[src/rtl/t_edge_counter.sv]
// rtl/t_edge_counter.sv - toggle-input synchroniser, edge detector and edge counter
//
// Ports:
//   clock      system clock, rising edge
//   reset      asynchronous active-low reset, clears all state
//   t_in       toggle input, may be asynchronous to clock
//   enable     1 = detected edges advance the count
//   clear      synchronous clear of count and overflow
//   mode       00 rising, 01 falling, 10 both, 11 detection off
//   compare    match value for count
//   edge_pulse one-cycle strobe per detected edge
//   count      running edge count
//   match      high while count == compare
//   overflow   sticky, set when a counted edge arrives at max count

module t_edge_counter #(
    parameter int WIDTH    = 8,
    parameter int SATURATE = 0
) (
    input  logic             clock,
    input  logic             reset,
    input  logic             t_in,
    input  logic             enable,
    input  logic             clear,
    input  logic [1:0]       mode,
    input  logic [WIDTH-1:0] compare,
    output logic             edge_pulse,
    output logic [WIDTH-1:0] count,
    output logic             match,
    output logic             overflow
);

    localparam logic [WIDTH-1:0] CNT_MAX = '1;
    localparam logic [WIDTH-1:0] CNT_ONE = WIDTH'(1);

    logic             s1;
    logic             s2;
    logic             s3;
    logic             rise;
    logic             fall;
    logic             det;
    logic [WIDTH-1:0] count_next;
    logic             overflow_next;

    // s1/s2 form the synchroniser; s3 is history for edge detection only,
    // so mode changes never disturb it and cannot create false edges.
    always_ff @(posedge clock or negedge reset) begin
        if (!reset) begin
            s1 <= 1'b0;
            s2 <= 1'b0;
            s3 <= 1'b0;
        end else begin
            s1 <= t_in;
            s2 <= s1;
            s3 <= s2;
        end
    end

    assign rise = s2 & ~s3;
    assign fall = ~s2 & s3;

    always_comb begin
        det = 1'b0;
        case (mode)
            2'b00:   det = rise;
            2'b01:   det = fall;
            2'b10:   det = rise | fall;
            default: det = 1'b0;
        endcase
    end

    // clear wins over a coincident edge: the edge still strobes but is not counted.
    always_comb begin
        count_next    = count;
        overflow_next = overflow;
        if (clear) begin
            count_next    = '0;
            overflow_next = 1'b0;
        end else if (det && enable) begin
            if (count != CNT_MAX) begin
                count_next = count + CNT_ONE;
            end else begin
                overflow_next = 1'b1;
                if (SATURATE == 0) begin
                    count_next = '0;
                end
            end
        end
    end

    // match is computed from count_next so it lines up with the count register.
    always_ff @(posedge clock or negedge reset) begin
        if (!reset) begin
            edge_pulse <= 1'b0;
            count      <= '0;
            match      <= 1'b0;
            overflow   <= 1'b0;
        end else begin
            edge_pulse <= det;
            count      <= count_next;
            match      <= (count_next == compare);
            overflow   <= overflow_next;
        end
    end

endmodule

[config.mk]
export PLATFORM = sky130hd
export DESIGN_NAME = t_edge_counter
export DESIGN_NICKNAME = d
export VERILOG_FILES = /design/src/rtl/t_edge_counter.sv
export SDC_FILE = /design/constraint.sdc
export NUM_CORES = 1
export LEC_CHECK = 0
export CAP_MARGIN = 20
export CORE_ASPECT_RATIO = 0.8
export CORE_UTILIZATION = 45
export CTS_BUF_LIST = sky130_fd_sc_hd__clkbuf_8
export DETAILED_ROUTE_END_ITERATION = 16
export PLACE_DENSITY = 0.74
export SETUP_SLACK_MARGIN = 0.5
export SLEW_MARGIN = 10
export SYNTH_ARGS = -nofsm -noshare
export SYNTH_HDL_FRONTEND = slang
export SYNTH_SLANG_ARGS = --single-unit
[constraint.sdc]
create_clock -name clock -period 2.3 [get_ports clock]
set_clock_uncertainty 0.1 [all_clocks]
set_input_delay 0.23 -clock clock [delete_from_list [all_inputs] [get_ports clock]]
set_output_delay 0.23 -clock clock [all_outputs]
set_load 0.005 [all_outputs]
[Word-level counts from Yosys, hierarchy flattened]
Index checks and enable logic that the tools add are counted.
Word-level totals
  register bits after elaboration: 14
  input bits: 15
  output and inout port bits: 11
  logic and storage cells: 29
Operators by class
  add/sub/neg operators: 1
  equality and inequality tests: 5
  multiplexer cells: 7
  bitwise logic cells: 5
  reductions and logical operators: 4
Operator list (number)
  $mux W8: 3
  $add A8 B1 Y8 const B: 1
  $eq A8 B8 Y1: 1
  $ne A8 B8 Y1 const B: 1
  $mux W1: 3
  $pmux W1 S3: 1
  $and A1 B1 Y1: 2
  $eq A2 B1 Y1 const B: 1
  $eq A2 B2 Y1 const B: 1
  $logic_not A2 Y1: 1
  $ne A2 B2 Y1 const B: 1
  $not A1 Y1: 2
  $reduce_and A2 Y1: 1
  $reduce_bool A2 Y1: 1
  $logic_and A1 B1 Y1: 1
  $or A1 B1 Y1: 1

[Longest topological paths before layout]
Gate-level depths: netlist (run 1).
  depth after elaboration: 8
  gate-level depth with buffers: 9
  depth with buffers taken out: 9

[Least setup slack after synthesis (run 1)]
OpenSTA, ideal clock, no wires.
  path kind: reg-to-reg
  start point: register s2
  end point: register match
  setup time: 96 ps
  data arrival time: 2054 ps
  required time: 2104 ps
  slack: 50 ps
  stages on the path, launching flop included: 9
  path buffers: 0
  clock period less this slack: 2250 ps
  cells stage by stage: dfrtp_1 > inv_1 > ha_1 > and4bb_2 > a21oi_4 > nor4_2 > nor2_1 > a2111o_1 > nor4_2
Between the ends
  word-level cells in the longest chain between the ends: 8
  elaborated cells on any way between the ends: 9
  those cells by class: eq/ne (1); mux (3); bitwise (4); reduce/logical (1)
RTL lines
  start: declaration: line 37  | logic s2;
  start signal: assignment: line 50  | s2 <= 1'b0;
  start signal: assignment: line 54  | s2 <= s1;
  $not A1 Y1: line 60  | assign fall = ~s2 & s3;
  $and A1 B1 Y1: line 60
  $or A1 B1 Y1: line 67  | 2'b10: det = rise | fall;
  $pmux W1 S3 (*): line 64  | case (mode)
  $logic_and A1 B1 Y1 (*): line 79  | end else if (det && enable) begin
  $mux W8 (*): line 79
  $mux W8 (*): line 76  | if (clear) begin
  $eq A8 B8 Y1 (*): line 101  | match <= (count_next == compare);
  end signal: assignment: line 101
  end: declaration: line 29  | output logic match,
Mark *: on every way between the ends. The rest lies on a longest branch, timed or not.
A chain may end at the register's enable or synchronous reset.

[Worst setup path in the final report (run 1)]
  start point: register s3
  end point: register match
Between the ends
  word-level cells in the longest chain between the ends: 8
  elaborated cells on any way between the ends: 9
  those cells by class: eq/ne (1); mux (3); bitwise (4); reduce/logical (1)
RTL lines
  start: declaration: line 38  | logic s3;
  start signal: assignment: line 51  | s3 <= 1'b0;
  start signal: assignment: line 55  | s3 <= s2;
  $not A1 Y1: line 59  | assign rise = s2 & ~s3;
  $and A1 B1 Y1: line 59
  $or A1 B1 Y1: line 67
  $pmux W1 S3 (*): line 64
  $logic_and A1 B1 Y1 (*): line 79
  $mux W8 (*): line 79
  $mux W8 (*): line 76
  $eq A8 B8 Y1 (*): line 101
Marked as above.

==> results_tabular.tex, run 1 <==
\begin{tabular}{lr}
\hline
Metric & Value \\
\hline
\multicolumn{2}{l}{\textbf{Worst setup path}} \\
Data required time of the critical path & 2.36 ns \\
CP Capture Type & flip-flop \\
CP Cell Sequence & inv\_1 -> ha\_2 -> mux2\_4 -> a21o\_4 -> buf\_4 -> nand4\_1 -> nand3b\_4 -> a2111o\_1 -> nor4\_2 \\
Type of origin of the critical path & flip-flop \\
Highest net fanout along the worst path & 6 \\
Critical path's slowest cell & sky130\_fd\_sc\_hd\_\_dfrtp\_1 \\
Crit-path max cell delay & 0.39 ns \\
Critical path type & flip-flop to flip-flop \\
Arrival time worst endpoint & 2.32 ns \\
\multicolumn{2}{l}{\textbf{CTS}} \\
H-tree level count & 1 \\
Clock Pin Slew Worst Setup and Hold Paths & 0.06 ns \\
Number of hold-repair buffers added at the cts stage & 0 \\
Clock latency at the later pin of the worst-skew pair & 0.25 ns \\
TritonCTS sink count & 14 \\
Clock tree from TritonCTS & built \\
Num CTS Buffers & 3 \\
Maximum clock insertion buffer count & 2 \\
Master cell of the clock root buffer & sky130\_fd\_sc\_hd\_\_clkbuf\_8 \\
\multicolumn{2}{l}{\textbf{Layout}} \\
Post-layout instance count excluding filler cells & 181 \\
Commonest non-fill, non-tap cells in the layout & sky130\_fd\_sc\_hd\_\_clkdlybuf4s50\_1, sky130\_fd\_sc\_hd\_\_nand2\_1, sky130\_fd\_sc\_hd\_\_dfrtp\_1 \\
Commonest non-fill, non-tap cell in the layout & sky130\_fd\_sc\_hd\_\_clkdlybuf4s50\_1 \\
Growth of design area from synthesis to finish & 54.24\% \\
Fill cell total of the finished layout & 164 \\
Fraction of final layout cells sized beyond drive strength 1 & roughly 29\% \\
Area taken by multi-input logic gates & 721.9 sq um \\
Sequential cell area & 350.3 sq um \\
Net count reported at finish & 175 \\
Antenna cells & 0 \\
\multicolumn{2}{l}{\textbf{Synthesis}} \\
Cell variety after synth & 44 \\
Share of flip-flops with an asynchronous set or reset after synthesis & between 90\% and 100\% \\
Synthesized netlist net count & 132 \\
Top cells by area, synth & sky130\_fd\_sc\_hd\_\_dfrtp\_1, sky130\_fd\_sc\_hd\_\_nand2\_1, sky130\_fd\_sc\_hd\_\_mux2i\_1 \\
Post-synthesis sequential area ratio & 34.44\% \\
Area leader, netlist & sky130\_fd\_sc\_hd\_\_dfrtp\_1 \\
Most used flip-flop cell after synthesis & sky130\_fd\_sc\_hd\_\_dfrtp\_1 \\
Count of state elements after synthesis & 14 \\
Warnings, synthesis & 0 \\
Count of flip-flops with a built-in enable after synthesis & 0 \\
Syn Inst Count & roughly 110 \\
Cell area after technology mapping & $\sim$0.0010 sq mm \\
Synth Area per Inst & 8.923 sq um \\
Share of the synthesized area in the top cell type & 34.44\% \\
\multicolumn{2}{l}{\textbf{Floorplanning}} \\
Cell Rows & 15 \\
Core Box Area & 0.002140 sq mm \\
Top-Level Pins & 26 \\
Die Span X & 55.16 um \\
Starting density of the core & 47.54\% \\
Height of the die & 44.53 um \\
Die area & 0.002456 sq mm \\
\multicolumn{2}{l}{\textbf{STA}} \\
Minimum period implied by the final worst setup slack & 2.260 ns \\
Tightest hold margin & 0.2509 ns \\
Final setup vio count & 0 \\
Slew of the pin with the lowest slew margin & 0.6491 ns \\
Headroom to the max-slew limit & 56.59\% \\
Setup TNS & 0 ns \\
Final hold viol count & 0 \\
RSZ-0062 raised after global routing & yes \\
Max Transition Viols Final & 0 \\
Post-route clock period utilization & a little over nine tenths \\
Maximum operating frequency & 442.6 MHz \\
\multicolumn{2}{l}{\textbf{Drt}} \\
Routed wire length & 2978 um \\
Number of iterations in the first detailed-routing pass & 4 \\
Routed vias & 1,054 \\
DRC violation count after routing & 0 \\
Initial DRC count & 34 \\
Average detailed-routed wire length per instance & approximately 16 um \\
Post-route antenna net violation count & 0 \\
Number of vias per cell & 5.823 \\
\multicolumn{2}{l}{\textbf{Place}} \\
Count of buffers from port buffering & 25 \\
DP Wirelength & roughly 2200 um \\
RD Place Congestion & approximately 0.91 \\
Total placed cells including tap cells & 173 \\
\multicolumn{2}{l}{\textbf{Global route}} \\
Maximum number of pins on one net before global-route repair & 15 \\
Antenna violations before repair & 0 \\
Global-route usage over all layers & 26.26\% \\
Global-route wire length before repair & 4443 um \\
Remaining global-route overflow & 0 \\
Number of global-route vias before repair & slightly below 1,000 \\
\multicolumn{2}{l}{\textbf{Status}} \\
Status & finished, final reports clean \\
\multicolumn{2}{l}{\textbf{Power and ir drop}} \\
Largest voltage drop on the vdd net & $\sim$0.39 mV \\
Overall power of the completed layout & approximately 0.63 mW \\
Cell leakage power & 0.6619 nW \\
PwrDens & 398.8 mW/mm\^{}2 \\
\multicolumn{2}{l}{\textbf{Worst hold path}} \\
Worst hold-check path type & flip-flop to flip-flop \\
\multicolumn{2}{l}{\textbf{Flow run}} \\
Maximum Capacitance Violations & 0 \\
\hline
\end{tabular}
[what timing repair did]
action / CTS / global route
pin swaps: 4 / 6
endpoints found under the setup margin: 5 / 7
setup buffers: 3 / 1
gates resized for setup: 7 / 11
[area by class of cell]
| class | instances | share of cell area [%] |
|---|---|---|
| multi-input cells | 90 | 46.01 |
| repair buffers | 40 | 24.24 |
| flip-flops and latches | 14 | 22.33 |
| clock buffers | 4 | 3.509 |
| well taps | 25 | 1.994 |
| inverters | 8 | 1.914 |
[critical path, delay by kind of cell, from the launching register on]
| kind | cells | cell delay [ns] |
|---|---|---|
| multiplexers | 1 | 0.30 |
| adder cells (fa/ha/maj) | 1 | 0.19 |
| buffers and inverters | 2 | 0.20 |
| flip-flops | 1 | 0.39 |
| AO/OA/AOI/OAI | 2 | 0.55 |
| AND/OR/NAND/NOR | 3 | 0.42 |
[report_power, final]
| part | internal, mW | leakage [nW] | switching (mW) |
|---|---|---|---|
| Combinational | 0.0669 | 0.446 | 0.0568 |
| Sequential | 0.252 | 0.187 | 0.00543 |
| Clock | 0.152 | 0.0288 | 0.0926 |
[cells in the mapped netlist (2+ instances only)]
library cell,instances
sky130_fd_sc_hd__o211ai_1,2
sky130_fd_sc_hd__mux2i_1,5
sky130_fd_sc_hd__inv_1,7
sky130_fd_sc_hd__nor3_1,3
sky130_fd_sc_hd__and2_1,2
sky130_fd_sc_hd__or4_1,2
sky130_fd_sc_hd__ha_1,3
sky130_fd_sc_hd__nor2b_1,3
sky130_fd_sc_hd__nand3_1,6
sky130_fd_sc_hd__nor4_2,2
sky130_fd_sc_hd__dfrtp_1,14
sky130_fd_sc_hd__nand2_1,14
sky130_fd_sc_hd__a21oi_1,6
sky130_fd_sc_hd__xnor2_1,3
sky130_fd_sc_hd__nor2_1,10
sky130_fd_sc_hd__nand2b_1,2
sky130_fd_sc_hd__o21ai_0,3
[worst paths after layout]
check | startpoint | cells past startpoint | slack, ns | endpoint
max in group asynchronous | reset | 1 | 1.40 | count[5]
setup reg to reg | s3 | 9 | 0.04 | match
setup / recovery | s3 | 9 | 0.04 | match
hold reg to reg | s1 | 0 | 0.25 | s2
min in group asynchronous | reset | 1 | 0.28 | s3
hold / removal | s1 | 0 | 0.25 | s2
[registers in the layout (all words and copies together), names as in the netlist]
name        cells
count           8
overflow        1
s1              1
edge_pulse      1
s2              1
s3              1
match           1
[metrics by stage]
stage,area (sq um),utilization (%),worst slack (ns)
floorplan,1041,-,0.2266
global placement,1394,65.15,-0.02208
detailed placement,1394,65.15,-0.1029
CTS,1511,70.64,0.04665
global route,1569,73.33,-0.04507
finish,1569,73.33,0.04049
[metal layers]
layer,GRT usage (%),vias to the layer above,part of all wire (%)
met1,35.29,503,43
met3,7.560,8,7.6
met2,41.20,46,47
met4,6.500,0,2.2
li1,-,497,-
met5,0,-,0
[cells by family (layout without fill, tap and decap cells)]
kind of cell	count (synthesis)	in the layout	synth area share, %
AO/OA/AOI/OAI	25	25	18.45
flip-flops	14	14	34.44
XOR/XNOR	3	3	2.583
adder cells (fa/ha/maj)	3	3	3.690
AND/OR/NAND/NOR	52	52	29.27
buffers and inverters	10	52	4.059
multiplexers	7	7	7.503
(Power assumes the default switching activity.)
==> run 2, diff against run 1 <==
- CORE_MARGIN: unset -> 2
==> results_tabular.tex, run 2 (synthesized netlist as in run 1, its figures left out) <==
\begin{tabular}{lr}
\hline
Metric & Value \\
\hline
\multicolumn{2}{l}{\textbf{Place}} \\
Worst setup slack before clock tree synthesis & -0.06915 ns \\
RD Place Congestion & slightly below 0.9 \\
Count of buffers from port buffering & 25 \\
DP Wirelength & 2059 um \\
DP Area & 0.001379 sq mm \\
\multicolumn{2}{l}{\textbf{Layout}} \\
Commonest non-fill, non-tap cell in the layout & sky130\_fd\_sc\_hd\_\_clkdlybuf4s50\_1 \\
Commonest non-fill, non-tap cells in the layout & sky130\_fd\_sc\_hd\_\_clkdlybuf4s50\_1, sky130\_fd\_sc\_hd\_\_nand2\_1, sky130\_fd\_sc\_hd\_\_dfrtp\_1 \\
Number of flip-flops in the largest register & 8 \\
Fraction of final layout cells sized beyond drive strength 1 & 26.14\% \\
Net count reported at finish & 173 \\
Fill cell total of the finished layout & 160 \\
Antenna cells & 0 \\
Largest register by flop count & count \\
Growth of design area from synthesis to finish & 46.37\% \\
Area of all placed cells without fillers & 0.001489 sq mm \\
Final Core Density & 69.59\% \\
\multicolumn{2}{l}{\textbf{Worst setup path}} \\
Data required time of the critical path & 2.35 ns \\
CP Capture Type & flip-flop \\
Type of origin of the critical path & flip-flop \\
Crit-path max cell delay & 0.40 ns \\
CP Cell Sequence & inv\_2 -> ha\_4 -> and4bb\_2 -> a21o\_4 -> buf\_4 -> o221ai\_2 -> nand3b\_4 -> a2111o\_1 -> nor4\_2 \\
Arrival time worst endpoint & 2.28 ns \\
Highest net fanout along the worst path & 5 \\
Slack of the worst reg-to-reg path & 0.07 ns \\
Cell type group with the largest total delay on the critical path & simple AND/OR/NAND/NOR gates \\
Buffering stage count on the worst path with inverters included & 2 \\
Critical path type & flip-flop to flip-flop \\
Critical path's slowest cell & sky130\_fd\_sc\_hd\_\_dfrtp\_1 \\
\multicolumn{2}{l}{\textbf{Global route}} \\
Number of global-route vias before repair & around 910 \\
Remaining global-route overflow & 0 \\
Global-route wire length before repair & 4250 um \\
Global-route usage over all layers & a little over a fifth \\
Antenna violations before repair & 0 \\
Maximum number of pins on one net before global-route repair & 15 \\
\multicolumn{2}{l}{\textbf{Floorplanning}} \\
Die Span X & approximately 57 um \\
Height of the die & between 40 and 50 um \\
Die area & 0.002659 sq mm \\
Starting density of the core & around 48\% \\
Cell Rows & 15 \\
Top-Level Pins & 26 \\
Core Box Area & 0.002140 sq mm \\
\multicolumn{2}{l}{\textbf{STA}} \\
Max Transition Viols Final & 0 \\
Slew of the pin with the lowest slew margin & 0.6253 ns \\
Maximum operating frequency & 448.1 MHz \\
Setup TNS & 0 ns \\
RSZ-0062 raised after global routing & yes \\
Final setup vio count & 0 \\
Final worst-path setup slack & 0.06832 ns \\
Final hold viol count & 0 \\
Headroom to the max-slew limit & 58.18\% \\
Post-route clock period utilization & 97.03\% \\
Minimum period implied by the final worst setup slack & about 2.2 ns \\
\multicolumn{2}{l}{\textbf{Flow run}} \\
Maximum Capacitance Violations & 0 \\
\multicolumn{2}{l}{\textbf{CTS}} \\
Clock tree from TritonCTS & built \\
Number of hold-repair buffers added at the cts stage & 0 \\
Master cell of the clock root buffer & sky130\_fd\_sc\_hd\_\_clkbuf\_8 \\
TritonCTS sink count & 14 \\
H-tree level count & 1 \\
Clock Pin Slew Worst Setup and Hold Paths & 0.06 ns \\
Maximum clock insertion buffer count & 2 \\
Clock latency at the later pin of the worst-skew pair & 0.24 ns \\
Num CTS Buffers & 3 \\
\multicolumn{2}{l}{\textbf{Drt}} \\
Routed wire length & 2732 um \\
Number of iterations in the first detailed-routing pass & 4 \\
Average detailed-routed wire length per instance & roughly 15 um \\
Routed vias & 1,046 \\
DRC violation count after routing & 0 \\
Number of vias per cell & approximately 6 \\
Initial DRC count & 73 \\
Post-route antenna net violation count & 0 \\
\multicolumn{2}{l}{\textbf{Power and ir drop}} \\
Largest voltage drop on the vdd net & 0.3306 mV \\
Cell leakage power & 0.6262 nW \\
Overall power of the completed layout & between 0.5 and 0.6 mW \\
PwrDens & between 300 and 400 mW/mm\^{}2 \\
\multicolumn{2}{l}{\textbf{Worst hold path}} \\
Worst hold-check path type & flip-flop to flip-flop \\
\multicolumn{2}{l}{\textbf{Status}} \\
Status & finished, final reports clean \\
\hline
\end{tabular}
run 2: cell count changes in the layout (fill, tap and decap cells not counted), sizes merged:
cell / before / now
buf: 15 / 13
clkdlybuf4s50: 24 / 25
dlymetal6s2s: 1 / 0
clkbuf: 4 / 3
run 2: final timing paths:
path                        from  endpoint  depth (start not counted)
setup / recovery              s2     match                          9
hold / removal                s1        s2                          0
setup reg to reg              s2     match                          9
hold reg to reg               s1        s2                          0
max in group asynchronous  reset     match                          1
min in group asynchronous  reset        s3                          1
run 2: layout make-up:
cell class              instances  area, sq um  area share [%]
repair buffers                 38        351.6           23.61
well taps                      25        31.28           2.101
clock buffers                   3        41.29           2.773
flip-flops and latches         14        350.3           23.53
inverters                       8        30.03           2.017
multi-input cells              90        684.4           45.97
run 2: power breakdown:
group | total, mW | switching, mW | internal (mW)
combinational | 0.118 | 0.0528 | 0.0655
clock | 0.198 | 0.0822 | 0.116
sequential | 0.258 | 0.00526 | 0.252
run 2: routing by layer:
| metal | vias to the layer above | track usage [%] | wire, um |
|---|---|---|---|
| met2 | 50 | 35.86 | 1296 |
| met1 | 498 | 29.04 | 1226 |
| li1 | 496 | - | - |
| met4 | 0 | 5.116 | 11 |
| met5 | - | 0 | 0 |
| met3 | 2 | 4.775 | 198 |
run 2: timing repair:
item / CTS / global route
setup endpoints to repair: 6 / 7
resized for setup: 4 / 6
pin swaps: 2 / 1
buffers inserted: 2 / 2
run 2: per-stage QoR:
| stage | hold slack (ns) | cells |
|---|---|---|
| after floorplan | -0.1656 | 114 |
| after global placement | 0.2340 | 171 |
| after detailed placement | 0.2452 | 171 |
| after CTS | 0.2578 | 176 |
| after global routing | 0.2805 | 178 |
| final | 0.2570 | 178 |
==> run 3, diff against run 2 <==
- SLEW_MARGIN: 10 -> 20
==> results of run 3 <==
Final layout, timing and power as in run 2 (identical DEF).
